File: config.mk
export PLATFORM = sky130hd
export DESIGN_NAME = huff_bit_packer_flat
export DESIGN_NICKNAME = d
export VERILOG_FILES = /design/src/rtl/huff_pkg.sv /design/src/rtl/huff_bit_packer_if.sv /design/src/rtl/huff_len_mask.sv /design/src/rtl/huff_bit_packer.sv /design/src/flat_wrapper.sv
export SDC_FILE = /design/constraint.sdc
export NUM_CORES = 1
export LEC_CHECK = 0
export CAP_MARGIN = 20
export CORE_MARGIN = 2
export CORE_UTILIZATION = 46
export CTS_CLUSTER_SIZE = 28
export DETAILED_ROUTE_END_ITERATION = 16
export PLACE_DENSITY = 0.66
export SLEW_MARGIN = 20
export SYNTH_ARGS = -nofsm -noshare
export SYNTH_HDL_FRONTEND = slang
export SYNTH_SLANG_ARGS = --single-unit
File: constraint.sdc
create_clock -name clk -period 4.3 [get_ports clk]
set_input_delay 0.86 -clock clk [delete_from_list [all_inputs] [get_ports clk]]
set_output_delay 0.86 -clock clk [all_outputs]
set_load 0.01 [all_outputs]
File: src/rtl/huff_pkg.sv
// Constants and encodings shared by the Huffman encode blocks.
package huff_pkg;

    localparam logic [5:0] END_SYM = 6'b010010;

    localparam int BUS_WIDTH_DEF = 64;
    localparam int LEN_WIDTH_DEF = 7;
    localparam int OUT_WIDTH_DEF = 32;

    typedef enum logic [1:0] {
        ST_RUN   = 2'd0,
        ST_FLUSH = 2'd1,
        ST_LAST  = 2'd2,
        ST_DONE  = 2'd3
    } pack_state_t;

endpackage

File: src/rtl/huff_bit_packer_if.sv
// Code-in / word-out handshake bundle of the bit packer.
interface huff_bit_packer_if
    import huff_pkg::*;
#(
    parameter int BUS_WIDTH = BUS_WIDTH_DEF,
    parameter int LEN_WIDTH = LEN_WIDTH_DEF,
    parameter int OUT_WIDTH = OUT_WIDTH_DEF
);
    logic                 in_valid;
    logic [BUS_WIDTH-1:0] code;
    logic [LEN_WIDTH-1:0] len;
    logic                 in_ready;
    logic                 flush;
    logic                 out_valid;
    logic [OUT_WIDTH-1:0] out_data;
    logic [LEN_WIDTH-1:0] out_bits;
    logic                 out_last;
    logic                 out_ready;
    logic                 flush_done;

    modport master (
        output in_valid, code, len, flush, out_ready,
        input  in_ready, out_valid, out_data, out_bits, out_last, flush_done
    );

    modport slave (
        input  in_valid, code, len, flush, out_ready,
        output in_ready, out_valid, out_data, out_bits, out_last, flush_done
    );
endinterface

File: src/rtl/huff_len_mask.sv
// Clamps a code length to the bus width and builds the matching low-bit mask.
module huff_len_mask
    import huff_pkg::*;
#(
    parameter int BUS_WIDTH = BUS_WIDTH_DEF,
    parameter int LEN_WIDTH = LEN_WIDTH_DEF
) (
    input  logic [LEN_WIDTH-1:0] len,
    output logic [LEN_WIDTH-1:0] len_c,
    output logic [BUS_WIDTH-1:0] mask
);
    localparam logic [LEN_WIDTH-1:0] BUS_L = LEN_WIDTH'(BUS_WIDTH);

    always_comb begin
        len_c = (len > BUS_L) ? BUS_L : len;
        mask  = '0;
        for (int i = 0; i < BUS_WIDTH; i++) begin
            mask[i] = (i < int'(len_c));
        end
    end
endmodule

File: src/rtl/huff_bit_packer.sv
// Packs variable-length codes LSB-first into fixed-width words, with flush of the tail.
module huff_bit_packer
    import huff_pkg::*;
#(
    parameter int BUS_WIDTH = BUS_WIDTH_DEF,
    parameter int LEN_WIDTH = LEN_WIDTH_DEF,
    parameter int OUT_WIDTH = OUT_WIDTH_DEF
) (
    input logic              clk,
    input logic              rst,
    huff_bit_packer_if.slave bus
);
    localparam int ACC_W  = BUS_WIDTH + OUT_WIDTH;
    localparam int FILL_W = $clog2(ACC_W);
    localparam logic [FILL_W-1:0]    OUT_F = FILL_W'(OUT_WIDTH);
    localparam logic [LEN_WIDTH-1:0] OUT_L = LEN_WIDTH'(OUT_WIDTH);

    pack_state_t          state;
    logic [ACC_W-1:0]     acc, acc_base, acc_nxt;
    logic [FILL_W-1:0]    fill, fill_base, fill_nxt;
    logic [LEN_WIDTH-1:0] len_c;
    logic [BUS_WIDTH-1:0] len_mask;
    logic                 in_ready_i, out_valid_i, accept, emit;

    huff_len_mask #(
        .BUS_WIDTH (BUS_WIDTH),
        .LEN_WIDTH (LEN_WIDTH)
    ) u_len_mask (
        .len   (bus.len),
        .len_c (len_c),
        .mask  (len_mask)
    );

    // Where the drain goes once the current word (if any) has left.
    function automatic pack_state_t drain_state(input logic [FILL_W-1:0] f);
        if (f >= OUT_F)     return ST_FLUSH;
        else if (f != '0)   return ST_LAST;
        else                return ST_DONE;
    endfunction

    assign in_ready_i  = (state == ST_RUN) && (fill < OUT_F);
    assign out_valid_i = (fill >= OUT_F) || (state == ST_LAST);
    assign accept      = bus.in_valid && in_ready_i;
    assign emit        = out_valid_i && bus.out_ready;

    // Shift the outgoing word out first, then OR the new code in above what remains.
    always_comb begin
        acc_base  = acc;
        fill_base = fill;
        if (emit) begin
            acc_base  = acc >> OUT_WIDTH;
            fill_base = (state == ST_LAST) ? '0 : fill - OUT_F;
        end
        acc_nxt  = acc_base;
        fill_nxt = fill_base;
        if (accept) begin
            acc_nxt  = acc_base | (ACC_W'(bus.code & len_mask) << fill_base);
            fill_nxt = fill_base + FILL_W'(len_c);
        end
    end

    always_ff @(posedge clk) begin
        if (rst) begin
            state <= ST_RUN;
            acc   <= '0;
            fill  <= '0;
        end else begin
            acc  <= acc_nxt;
            fill <= fill_nxt;
            unique case (state)
                ST_RUN:   if (bus.flush) state <= drain_state(fill_nxt);
                ST_FLUSH: state <= drain_state(fill_nxt);
                ST_LAST:  if (emit) state <= ST_DONE;
                ST_DONE:  state <= ST_RUN;
                default:  state <= ST_RUN;
            endcase
        end
    end

    assign bus.in_ready   = in_ready_i;
    assign bus.out_valid  = out_valid_i;
    assign bus.out_data   = acc[OUT_WIDTH-1:0];
    assign bus.out_bits   = (state == ST_LAST) ? LEN_WIDTH'(fill) :
                            (out_valid_i ? OUT_L : '0);
    // A full word ends the flush only when nothing is left behind it.
    assign bus.out_last   = (state == ST_LAST) || ((state == ST_FLUSH) && (fill == OUT_F));
    assign bus.flush_done = (state == ST_DONE);
endmodule

File: src/flat_wrapper.sv
// flat-port wrapper written by rule: the top's interface ports become plain ports
module huff_bit_packer_flat import huff_pkg::*;
#(
    parameter int BUS_WIDTH = BUS_WIDTH_DEF,
    parameter int LEN_WIDTH = LEN_WIDTH_DEF,
    parameter int OUT_WIDTH = OUT_WIDTH_DEF
)
  (clk, rst, bus_in_valid, bus_code, bus_len, bus_flush, bus_out_ready, bus_in_ready, bus_out_valid, bus_out_data, bus_out_bits, bus_out_last, bus_flush_done);
  huff_bit_packer_if #(.BUS_WIDTH(BUS_WIDTH), .LEN_WIDTH(LEN_WIDTH), .OUT_WIDTH(OUT_WIDTH)) bus_i ();
  input logic clk;
  input logic rst;
  input wire logic [$bits(bus_i.in_valid)-1:0] bus_in_valid;
  input wire logic [$bits(bus_i.code)-1:0] bus_code;
  input wire logic [$bits(bus_i.len)-1:0] bus_len;
  input wire logic [$bits(bus_i.flush)-1:0] bus_flush;
  input wire logic [$bits(bus_i.out_ready)-1:0] bus_out_ready;
  output wire logic [$bits(bus_i.in_ready)-1:0] bus_in_ready;
  output wire logic [$bits(bus_i.out_valid)-1:0] bus_out_valid;
  output wire logic [$bits(bus_i.out_data)-1:0] bus_out_data;
  output wire logic [$bits(bus_i.out_bits)-1:0] bus_out_bits;
  output wire logic [$bits(bus_i.out_last)-1:0] bus_out_last;
  output wire logic [$bits(bus_i.flush_done)-1:0] bus_flush_done;
  assign bus_i.in_valid = bus_in_valid;
  assign bus_i.code = bus_code;
  assign bus_i.len = bus_len;
  assign bus_i.flush = bus_flush;
  assign bus_i.out_ready = bus_out_ready;
  assign bus_in_ready = bus_i.in_ready;
  assign bus_out_valid = bus_i.out_valid;
  assign bus_out_data = bus_i.out_data;
  assign bus_out_bits = bus_i.out_bits;
  assign bus_out_last = bus_i.out_last;
  assign bus_flush_done = bus_i.flush_done;
  huff_bit_packer #(.BUS_WIDTH(BUS_WIDTH), .LEN_WIDTH(LEN_WIDTH), .OUT_WIDTH(OUT_WIDTH)) u_core (.clk(clk), .rst(rst), .bus(bus_i));
endmodule
# Word-level counts from Yosys, hierarchy flattened
# Index checks and enable logic that the tools add are counted.
# totals
ff_bits	105
in_bits	76
output_inout_bits	43
word_cells	104
# op_classes
n_addsub	2
n_lt_le_gt_ge	68
eq_ne	6
shifts	1
mux	13
n_bitwise	2
n_reduce_logical	9
# ops
op	n
6-bit by 7-bit less-than comparator with 1-bit output, first input constant	32
96-bit 2-to-1 mux	2
5-bit by 7-bit less-than comparator with 1-bit output, first input constant	16
96-bit OR	1
96-bit by 7-bit << shifter with 96-bit output	1
64-bit bitwise AND	1
4-bit by 7-bit less-than comparator with 1-bit output, first input constant	8
7-bit 2-to-1 mux	5
3-bit by 7-bit less-than comparator with 1-bit output, first input constant	4
7-bit by 6-bit greater-or-equal comparator with 1-bit output, second input constant	2
1-bit by 7-bit less-than comparator with 1-bit output, first input constant	2
2-bit by 7-bit less-than comparator with 1-bit output, first input constant	2
2-bit one-hot mux with 4 select lines	1
7-bit adder	1
7-bit by 6-bit == test with 1-bit output, second input constant	1
7-bit > comparator, second input constant	1
7-bit by 6-bit less-than comparator with 1-bit output, second input constant	1
7-bit nonzero test	1
7-bit by 6-bit subtractor with 7-bit output, second input constant	1
2-bit 2-to-1 mux	3
6-bit 2-to-1 mux	1
2-bit == test, second input constant	2
1-bit logical AND	4
2-bit by 1-bit == test with 1-bit output, second input constant	1
6 further kinds	7

# Depth between registers and ports, before layout
# Gate-level depths: netlist (run 1).
# logic_depth
depth_word	11
depth_mapped	18
depth_no_buf	15

# Cells and area by module
# A second synthesis (run 1) with hierarchy kept.
# hier_totals
hier_cells	1751
area_unflattened_um2	11737.5
# by_module_without_submodules
mod	instances	cells_each	area_per_inst_um2	seq_area_each_um2
huff_bit_packer	1	1624	11049.3	2102.0
huff_len_mask	1	127	688.2	0.0

# Worst setup path before layout (run 1)
# Ideal clock, no wire load.
# synth_path
path_type	in2reg
startpoint	in bus_out_ready
endpoint	reg u_core.state[1]
setup_time_ns	0.078
arrival_time_ns	3.715
required_ns	4.222
path_slack_ns	0.507
stages	18
n_path_buf	5
path_cell_list	buf_2 > and3b_1 > buf_4 > nor2_4 > inv_2 > buf_2 > buf_4 > buf_4 > fa_1 > nor2b_1 > o21ai_0 > a21boi_0 > o21ai_0 > a21o_1 > nand3_1 > xnor2_1 > a31oi_1 > nor3_1
# synth_between
elab_chain_len	8
word_cells_on_any_way	10
classes_between	1 x add/sub; 1 x order compare; 1 x eq/ne; 5 x mux; 2 x reduce/logical
# synth_rtl
item	line	text
start, declared	flat_wrapper.sv:16	input wire logic [$bits(bus_i.out_ready)-1:0] bus_out_ready;
1-bit logical AND *	huff_bit_packer.sv:44	assign emit = out_valid_i && bus.out_ready;
7-bit 2-to-1 mux	huff_bit_packer.sv:50	if (emit) begin
7-bit adder	huff_bit_packer.sv:58	fill_nxt = fill_base + FILL_W'(len_c);
7-bit 2-to-1 mux	huff_bit_packer.sv:56	if (accept) begin
7-bit by 6-bit greater-or-equal comparator with 1-bit output	huff_bit_packer.sv:36	if (f >= OUT_F) return ST_FLUSH;
2-bit 2-to-1 mux	huff_bit_packer.sv:36	
2-bit 2-to-1 mux	huff_bit_packer.sv:71	ST_RUN: if (bus.flush) state <= drain_state(fill_nxt);
2-bit one-hot mux with 4 select lines	huff_bit_packer.sv:70	unique case (state)
end signal, assigned	huff_bit_packer.sv:71	
end signal, assigned	huff_bit_packer.sv:72	ST_FLUSH: state <= drain_state(fill_nxt);
end, declared	huff_bit_packer.sv:18	pack_state_t state;
# Mark *: on every way between the ends. The rest lies on a longest branch, timed or not. The select of a mux whose other input is x is not followed.
# A chain may end at the register's enable or synchronous reset.

# Worst setup path in the final report (run 1)
# layout_path
startpoint	in bus_len[6]
endpoint	reg u_core.acc[64]
# layout_between
elab_chain_len	7
word_cells_on_any_way	70
classes_between	65 x order compare; 1 x shift; 2 x mux; 2 x bitwise
# layout_rtl
item	line	text
start, declared	flat_wrapper.sv:14	input wire logic [$bits(bus_i.len)-1:0] bus_len;
7-bit > comparator	huff_len_mask.sv:15	len_c = (len > BUS_L) ? BUS_L : len;
7-bit 2-to-1 mux *	huff_len_mask.sv:15	
1-bit by 7-bit less-than comparator with 1-bit output, or another cell as far along	huff_len_mask.sv:18	mask[i] = (i < int'(len_c));
64-bit bitwise AND *	huff_bit_packer.sv:57	acc_nxt = acc_base | (ACC_W'(bus.code & len_mask) << fill_base);
96-bit by 7-bit << shifter with 96-bit output *	huff_bit_packer.sv:57	
96-bit OR *	huff_bit_packer.sv:57	
96-bit 2-to-1 mux *	huff_bit_packer.sv:56	
end signal, assigned	huff_bit_packer.sv:68	acc <= acc_nxt;
end, declared	huff_bit_packer.sv:19	logic [ACC_W-1:0] acc, acc_base, acc_nxt;
# Mark *: on every way between the ends. The rest lies on a longest branch, timed or not.

==> metrics.md, run 1 <==
| Metric | Value |
|---|---|
| Outcome | complete, no violations |
| PortBufs | 118 |
| Critical path startpoint category | input port |
| Starting Density | 46.9% |
| Global-route wire length before repair | 94.4 mm |
| Slew Viols, Final | 0 |
| Routed length per instance | 29.2 um |
| CTS Sinks | 105 |
| Vias per cell | 7.04 |
| Max Cap Viol | 0 |
| Most frequent cell after synthesis | nand2_1 |
| Initial antenna violation count | 1 |
| Post-DRT Antenna Nets | 0 |
| Fin area | 14,900 um^2 |
| Worst Path Class, Setup | input port to register |
| I/O pin count | 119 |
| Synthesized Nets | 1,732 |
| Synth Instances | 1,648 |
| Grt total ovfl | 0 |
| Share of cells above drive strength 1 | 20.7% |
| DR vias | 15,400 |
| Syn avg cell area | 7.18 um^2 |
| Die Y | 164 um |
| Largest net degree at the start of global routing | 69 |
| Sequential share of power | 16.0% |
| Worst Path Required | 4630 ps |
| Gate power share | 74.2% |
| Detailed Route Iter0 Violations | 2,240 |
| Num rows | 58 |
| RePlAce Congestion | 1.07 |
| Chip width | 164 um |
| Dpl hpwl | 49.9 mm |
| Routed wire length | 63.7 mm |
| Sequential-to-total area share from yosys stat | 17.8% |
| Core Area | 25,300 um^2 |
| Final Cycle Share | 96.9% |
| Die area | 27,000 um^2 |
| Max IR drop VDD | 0.000687 V |
| Clk pwr share | 9.8% |
| CTS tree | built |
| R2R setup slack | 380 ps |
| Fillcell total | 2,381 |
| Async SR Flop Fraction | 0% |
| CTS Buf Count | 9 |
| Unrepaired setup endpoints after global routing | false |
| Rel. slew slack | 23.4% |
| FMAX | 240 MHz |
| Post-synth top area share | 17.8% |
| Synth area leaders | dfxtp_1 18%, nand2_1 7.3%, mux2i_1 6.2% |
| Crit path capture type | register |
| Distinct cells, synth | 116 |
| Critical path arrival | 4490 ps |
| Worst hold path class | register to register |
| DRC | 0 |
| Final min period | 4160 ps |
| CTS clock-pin slew for the worst setup and hold paths | 90 ps |
| Worst Skew | 15.1 ps |
| Final Net Count | 1,933 |
| Area after DPL | 14,600 um^2 |
| Post-Syn Area | 11,800 um^2 |
| Setup bufs post-CTS | 0 |
| Warnings, synthesis | 0 |
| Pleak | 0.00571 uW |
| Root buf cell | clkbuf_16 |
| EDFF count, synth | 0 |
| Worst-path maximum fanout | 12 |
| Power Density | 632 nW/um^2 |
| GRT Total Usage | 46.7% |
| Primary FF master, synth | dfxtp_1 |
| Final setup viols | 0 |
| Synth-to-Final Area Change | 25.7% |
| Pre-antenna DRT Iters | 6 |
| Max Buffers Root-to-Sink | 2 |
| Synthesized flop and latch total | 105 |
| Worst slew pin tran | 1140 ps |
| Vias in the first global route | 14,600 |
| Latest clock arrival within the worst-skew pair | 380 ps |
| Hold Fails Final Rpt | 0 |
| Dominant cell type by area after synthesis | dfxtp_1 |
| # H-tree levels | 3 |
| Sw Ratio | 54.1% |
| Top cells by count, synth | 230 x nand2_1, 167 x nor2_1, 105 x dfxtp_1 |
| Total net switching power | 5090 uW |
| Hold_buf cts | 0 |
| Internal power | 4310 uW |
| Total power | 9400 uW |
-- power groups by stage --
stage | Combinational [uW] | Clock [uW] | Sequential [uW]
after floorplan | 3780 | 0 | 1410
after global placement | 6570 | 0 | 1510
after detailed placement | 6620 | 0 | 1510
after CTS | 6640 | 916 | 1490
after global routing | 7280 | 948 | 1530
final | 6970 | 918 | 1510
-- worst paths after layout --
check	from	endpoint	depth (start not counted)
max reg2reg	u_core.fill[0]	u_core.acc[85]	9
min	u_core.acc[68]	u_core.acc[68]	2
max	bus_len[6]	u_core.acc[64]	14
min reg2reg	u_core.acc[68]	u_core.acc[68]	2
-- what timing repair did --
item	CTS	global route
endpoints found under the hold margin	0	0
setup endpoints to repair	0	1
gates resized for setup	0	1
-- worst max-delay path: stages --
cell             delay (ps)
clkdlybuf4s50_1         520
buf_4                   240
and4b_1                 510
o211ai_1                180
buf_4                   170
mux2i_1                 350
o22ai_1                 230
o211ai_1                240
a21boi_0                340
buf_4                   180
nor2_1                   50
a211oi_2                330
buf_4                   170
a22o_1                  110
-- logic make-up (layout without fill, tap and decap cells) --
family	after synthesis	after routing	synth area share, %
other	0	1	0
AND/OR/NAND/NOR	583	583	22.4
XOR/XNOR	4	4	0.296
adder cells (fa/ha/maj)	8	8	0.909
buffers and inverters	206	412	9.11
multiplexers	116	116	10.7
flip-flops	105	105	17.8
AO/OA/AOI/OAI	626	626	38.8
-- state kept, by name (all words and copies together) (netlist names) --
register      count
u_core.fill       7
u_core.state      2
u_core.acc       96
-- stage by stage --
step | hold WS (ps) | TNS, ps | util, % | worst slack [ps] | std cells
after CTS | 457 | 0 | 58.9 | 140 | 2184
after global placement | 437 | -177 | 57.6 | -177 | 2168
after detailed placement | 445 | -244 | 57.6 | -244 | 2168
after global routing | 471 | 0 | 58.9 | 109 | 2184
final | 456 | 0 | 58.9 | 135 | 2185
after floorplan | 424 | 0 | - | 507 | 1648
-- area by class of cell --
cell class	instances	area (um^2)	share of cell area, %
Clock inverter	7	91.3	0.614
Tap cell	330	413	2.77
Sequential cell	105	2100	14.1
Timing Repair Buffer	372	3270	22.0
Inverter	24	92.6	0.622
Clock buffer	9	225	1.51
Antenna cell	1	2.50	0.0168
Multi-Input combinational cell	1337	8690	58.4
-- placed cells by master, fill, tap and decap left out, types with 27 or more instances in the layout --
cell type        instances
o21ai_0                 81
a31oi_1                 51
mux2i_1                 73
o22ai_1                 60
clkdlybuf4s50_1        117
nor2_1                 166
nor3_1                  36
a21oi_1                 95
a211oi_1                27
buf_4                  239
dfxtp_1                105
nand2_1                227
nand3_1                 38
mux2_2                  32
-- per-layer routing --
layer	track usage, %	share of wire (%)
met3	11.3	11
met5	0	0
met4	32.9	8.5
met1	57.7	37
met2	71.2	43
No activity file was read; power rests on OpenSTA's default activity.
==> inputs of run 2 (changes only) <==
--- a/config.mk
+++ b/config.mk
@@ -5,12 +5,14 @@
 export SDC_FILE = /design/constraint.sdc
 export NUM_CORES = 1
 export LEC_CHECK = 0
+export ABC_AREA = 1
 export CAP_MARGIN = 20
 export CORE_MARGIN = 2
 export CORE_UTILIZATION = 46
 export CTS_CLUSTER_SIZE = 28
 export DETAILED_ROUTE_END_ITERATION = 16
 export PLACE_DENSITY = 0.66
+export SKIP_LAST_GASP = 1
 export SLEW_MARGIN = 20
 export SYNTH_ARGS = -nofsm -noshare
 export SYNTH_HDL_FRONTEND = slang
==> run 2 against run 1 <==
Against the previous run:
- critical path depth grew 6
- global-route usage decreased by 10 points
- clock-buffer cell count unchanged
- setup slack gained 570 ps
- sequential share of layout area up 3.0 points
- register-to-register slack better by 1100 ps
- sequential power about the same
- clock skew shrank 4.0 ps
==> metrics.md, run 2 <==
| Metric | Value |
|---|---|
| Outcome | complete, no violations |
| Crit path capture type | register |
| Most frequent cells in the layout | 583 x nand3_1, 567 x nand2_1, 117 x clkdlybuf4s50_1 |
| Grt total ovfl | 0 (unchanged) |
| Synth-to-Final Area Change | 12.7% |
| Chip width | 158 um (-4.0%) |
| Synth Instances | 1,928 (+17%) |
| Largest net degree at the start of global routing | 87 (+26%) |
| Internal power | 3920 uW (-9.2%) |
| Sequential share of power | 16.1% (about the same) |
| Rel. slew slack | 35.7% (+12 points) |
| I/O pin count | 119 (unchanged) |
| Critical path startpoint category | input port |
| Critical path's largest stage delay | 520 ps (about the same) |
| Hold_buf cts | 0 (unchanged) |
| Critical path arrival | 3890 ps (-600 ps) |
| Critical path's most frequent cell | nand2_1 |
| Setup bufs post-CTS | 0 (unchanged) |
| Die area | 24,900 um^2 (-7.9%) |
| Final setup viols | 0 (unchanged) |
| Detailed Route Iter0 Violations | 1,846 (-18%) |
| Post-synth top area share | 26.8% (+9.1 points) |
| Unrepaired setup endpoints after global routing | false |
| Max reg flops | 96 (unchanged) |
| Antenna diodes | 0 (-1) |
| Starting Density | 46.6% (-0.23 points) |
| Power Density | 766 nW/um^2 (+21%) |
| Vias per cell | 6.07 (-14%) |
| Max Cap Viol | 0 (unchanged) |
| Worst hold path class | register to register |
| Gate power share | 74.4% (+0.2 points) |
| Setup TNS | 0 ps (unchanged) |
| Vias in the first global route | 12,500 (-15%) |
| CTS clock-pin slew for the worst setup and hold paths | 70 ps (-20 ps) |
| FMAX | 278 MHz (+16%) |
| Share of cells above drive strength 1 | 5.93% (-15 points) |
| Critical-path top delay cell | clkdlybuf4s50_1 |
| Initial antenna violation count | 0 (-1) |
| CTS tree | built |
| Routed length per instance | 20.4 um (-30%) |
| Reg-to-Reg Start | u_core.fill[3] |
| CTS Sinks | 105 (unchanged) |
| Routed wire length | 45.7 mm (-28%) |
| Max Buffers Root-to-Sink | 2 (unchanged) |
| Fillcell total | 2,542 (+6.8%) |
| Post-DRT Antenna Nets | 0 (unchanged) |
| Sw Ratio | 58.3% (+4.2 points) |
| Worst Skew | 11.1 ps (-4.02 ps) |
| Root buf cell | clkbuf_16 |
| Core Area | 23,300 um^2 (-7.6%) |
| Dominant cell type by area after synthesis | nand3_1 |
| Worst Path Required | 4590 ps (-40 ps) |
| Die Y | 158 um (-4.0%) |
| Fin util | 52.6% (-6.4 points) |
| GRT Total Usage | 36.7% (-10 points) |
| Global-route wire length before repair | 70.2 mm (-26%) |
| Final Cycle Share | 83.7% (-13 points) |
| Sequential-to-total area share from yosys stat | 19.3% (+1.6 points) |
| Clk pwr share | 9.5% (-0.3 points) |
| Hold Fails Final Rpt | 0 (unchanged) |
| Primary FF master, synth | dfxtp_1 |
| Slew Viols, Final | 0 (unchanged) |
| Pre-antenna DRT Iters | 8 (+2) |
| DRC | 0 (unchanged) |
| Distinct cells, synth | 45 (-61%) |
| CP cell instances | clkdlybuf4s50_1 -> nor2_1 -> nand3_2 -> nand2_4 -> inv_1 -> nor2_1 -> ha_1 -> inv_1 -> fa_1 -> o21ai_0 -> nand2_1 -> nand2_1 -> a21oi_1 -> o21ai_0 -> a21oi_1 -> xnor2_1 -> nand2_1 -> nand2_1 -> nand3_1 -> a21oi_1 |
| Commonest non-fill, non-tap cell in the layout | nand3_1 |
| CP startpoint | bus_len[3] |
| Worst-path maximum fanout | 7 (-5) |
| Final min period | 3600 ps (-567 ps) |
| Syn avg cell area | 5.64 um^2 (-21%) |
| Synthesized Nets | 2,012 (+16%) |
| Async SR Flop Fraction | 0% (unchanged) |
| PortBufs | 118 (unchanged) |
| Num rows | 56 (-3.4%) |
| DR vias | 13,600 (-11%) |
| Hold path start | u_core.acc[65] |
| CTS resizes | 0 (unchanged) |
| Pleak | 0.00518 uW (-9.4%) |
| RePlAce Congestion | 1.01 (-5.9%) |
| EDFF count, synth | 0 (unchanged) |
| Largest registers | u_core.acc (96), u_core.fill (7), u_core.state (2) |
| Synthesized flop and latch total | 105 (unchanged) |
| CTS Buf Count | 9 (unchanged) |
| Final Net Count | 2,003 (+3.6%) |
| Dpl hpwl | 34.8 mm (-30%) |
| Total net switching power | 5480 uW (+7.7%) |
| Most frequent cell after synthesis | nand3_1 |
| # H-tree levels | 3 (unchanged) |
| Latest clock arrival within the worst-skew pair | 370 ps (about the same) |
| Warnings, synthesis | 0 (unchanged) |
| Top cells by count, synth | 583 x nand3_1, 571 x nand2_1, 105 x dfxtp_1 |
| Worst Path Class, Setup | input port to register |
| Register Area | 2100 um^2 (unchanged) |
| Multi-input gate area | 7560 um^2 (-13%) |
| Largest reg by FF count | u_core.acc |
| Max IR drop VDD | 0.000693 V (+0.85%) |
| Synth area leaders | nand3_1 27%, nand2_1 20%, dfxtp_1 19% |
| Worst slew pin tran | 965 ps (-179 ps) |
| Post-Syn Area | 10,900 um^2 (-8.1%) |
==> run 2: cell types whose count changed after synthesis, sizes merged, moves of 36 or more <==
cell and delta:
o22ai -59, nor3 -36, inv +70, mux2i -64, nand4 +54, nand3 +556, nand2 +350, o21ai -61
nor2 -75, mux2 -37
==> run 2: power groups by stage <==
| stage | Sequential (uW) | Combinational [uW] | Clock (uW) |
|---|---|---|---|
| finish | 1510 | 6990 | 890 |
| global route | 1550 | 7580 | 924 |
| CTS | 1510 | 6830 | 898 |
| detailed placement | 1530 | 6810 | 0 |
| global placement | 1520 | 6780 | 0 |
| floorplan | 1480 | 4710 | 0 |
==> run 2: cell families after synthesis <==
group / after synthesis / synth area share (%)
buf+inv: 264 / 11.4
mux: 14 / 1.29
compound gates: 192 / 10.3
flops: 105 / 19.3
fa+ha+maj: 8 / 0.989
simple gates: 1343 / 56.6
xor+xnor: 2 / 0.161
==> run 2: worst max-delay path, delay by kind of cell <==
family / cells / cell delay (ps)
AND/OR/NAND/NOR: 9 / 940
buffers and inverters: 3 / 660
AO/OA/AOI/OAI: 5 / 650
adder cells (fa/ha/maj): 2 / 550
XOR/XNOR: 1 / 220
==> run 2: worst paths after layout <==
| kind | endpoint | slack [ps] | cells past startpoint |
|---|---|---|---|
| max | u_core.state[1] | 700 | 20 |
| min | u_core.acc[65] | 470 | 2 |
| max reg2reg | u_core.acc[89] | 1450 | 14 |
| min reg2reg | u_core.acc[65] | 470 | 2 |
==> run 2: area by class of cell <==
cell class	count	area share (%)
Inverter	94	2.94
Tap cell	319	3.25
Clock inverter	7	0.694
Multi-Input combinational cell	1559	61.6
Timing Repair Buffer	150	12.5
Clock buffer	9	1.84
Sequential cell	105	17.1
==> run 2: per-layer routing <==
layer,track usage (%),part of all wire (%),wire length (um)
met1,47.2,41,18900
met5,0,0,0
met2,61.5,46,21200
met3,5.83,8.2,3740
met4,14.2,4.2,1910
==> run 2: stage by stage <==
| step | setup WS (ps) | total power [uW] | cells | hold slack [ps] | area, um^2 |
|---|---|---|---|---|---|
| after global routing | 376 | 10100 | 2243 | 483 | 12300 |
| final | 702 | 9400 | 2243 | 466 | 12300 |
| after floorplan | 1160 | 6190 | 1928 | 442 | 10900 |
| after global placement | 380 | 8310 | 2227 | 452 | 12000 |
| after CTS | 733 | 9240 | 2243 | 467 | 12300 |
| after detailed placement | 359 | 8340 | 2227 | 455 | 12000 |
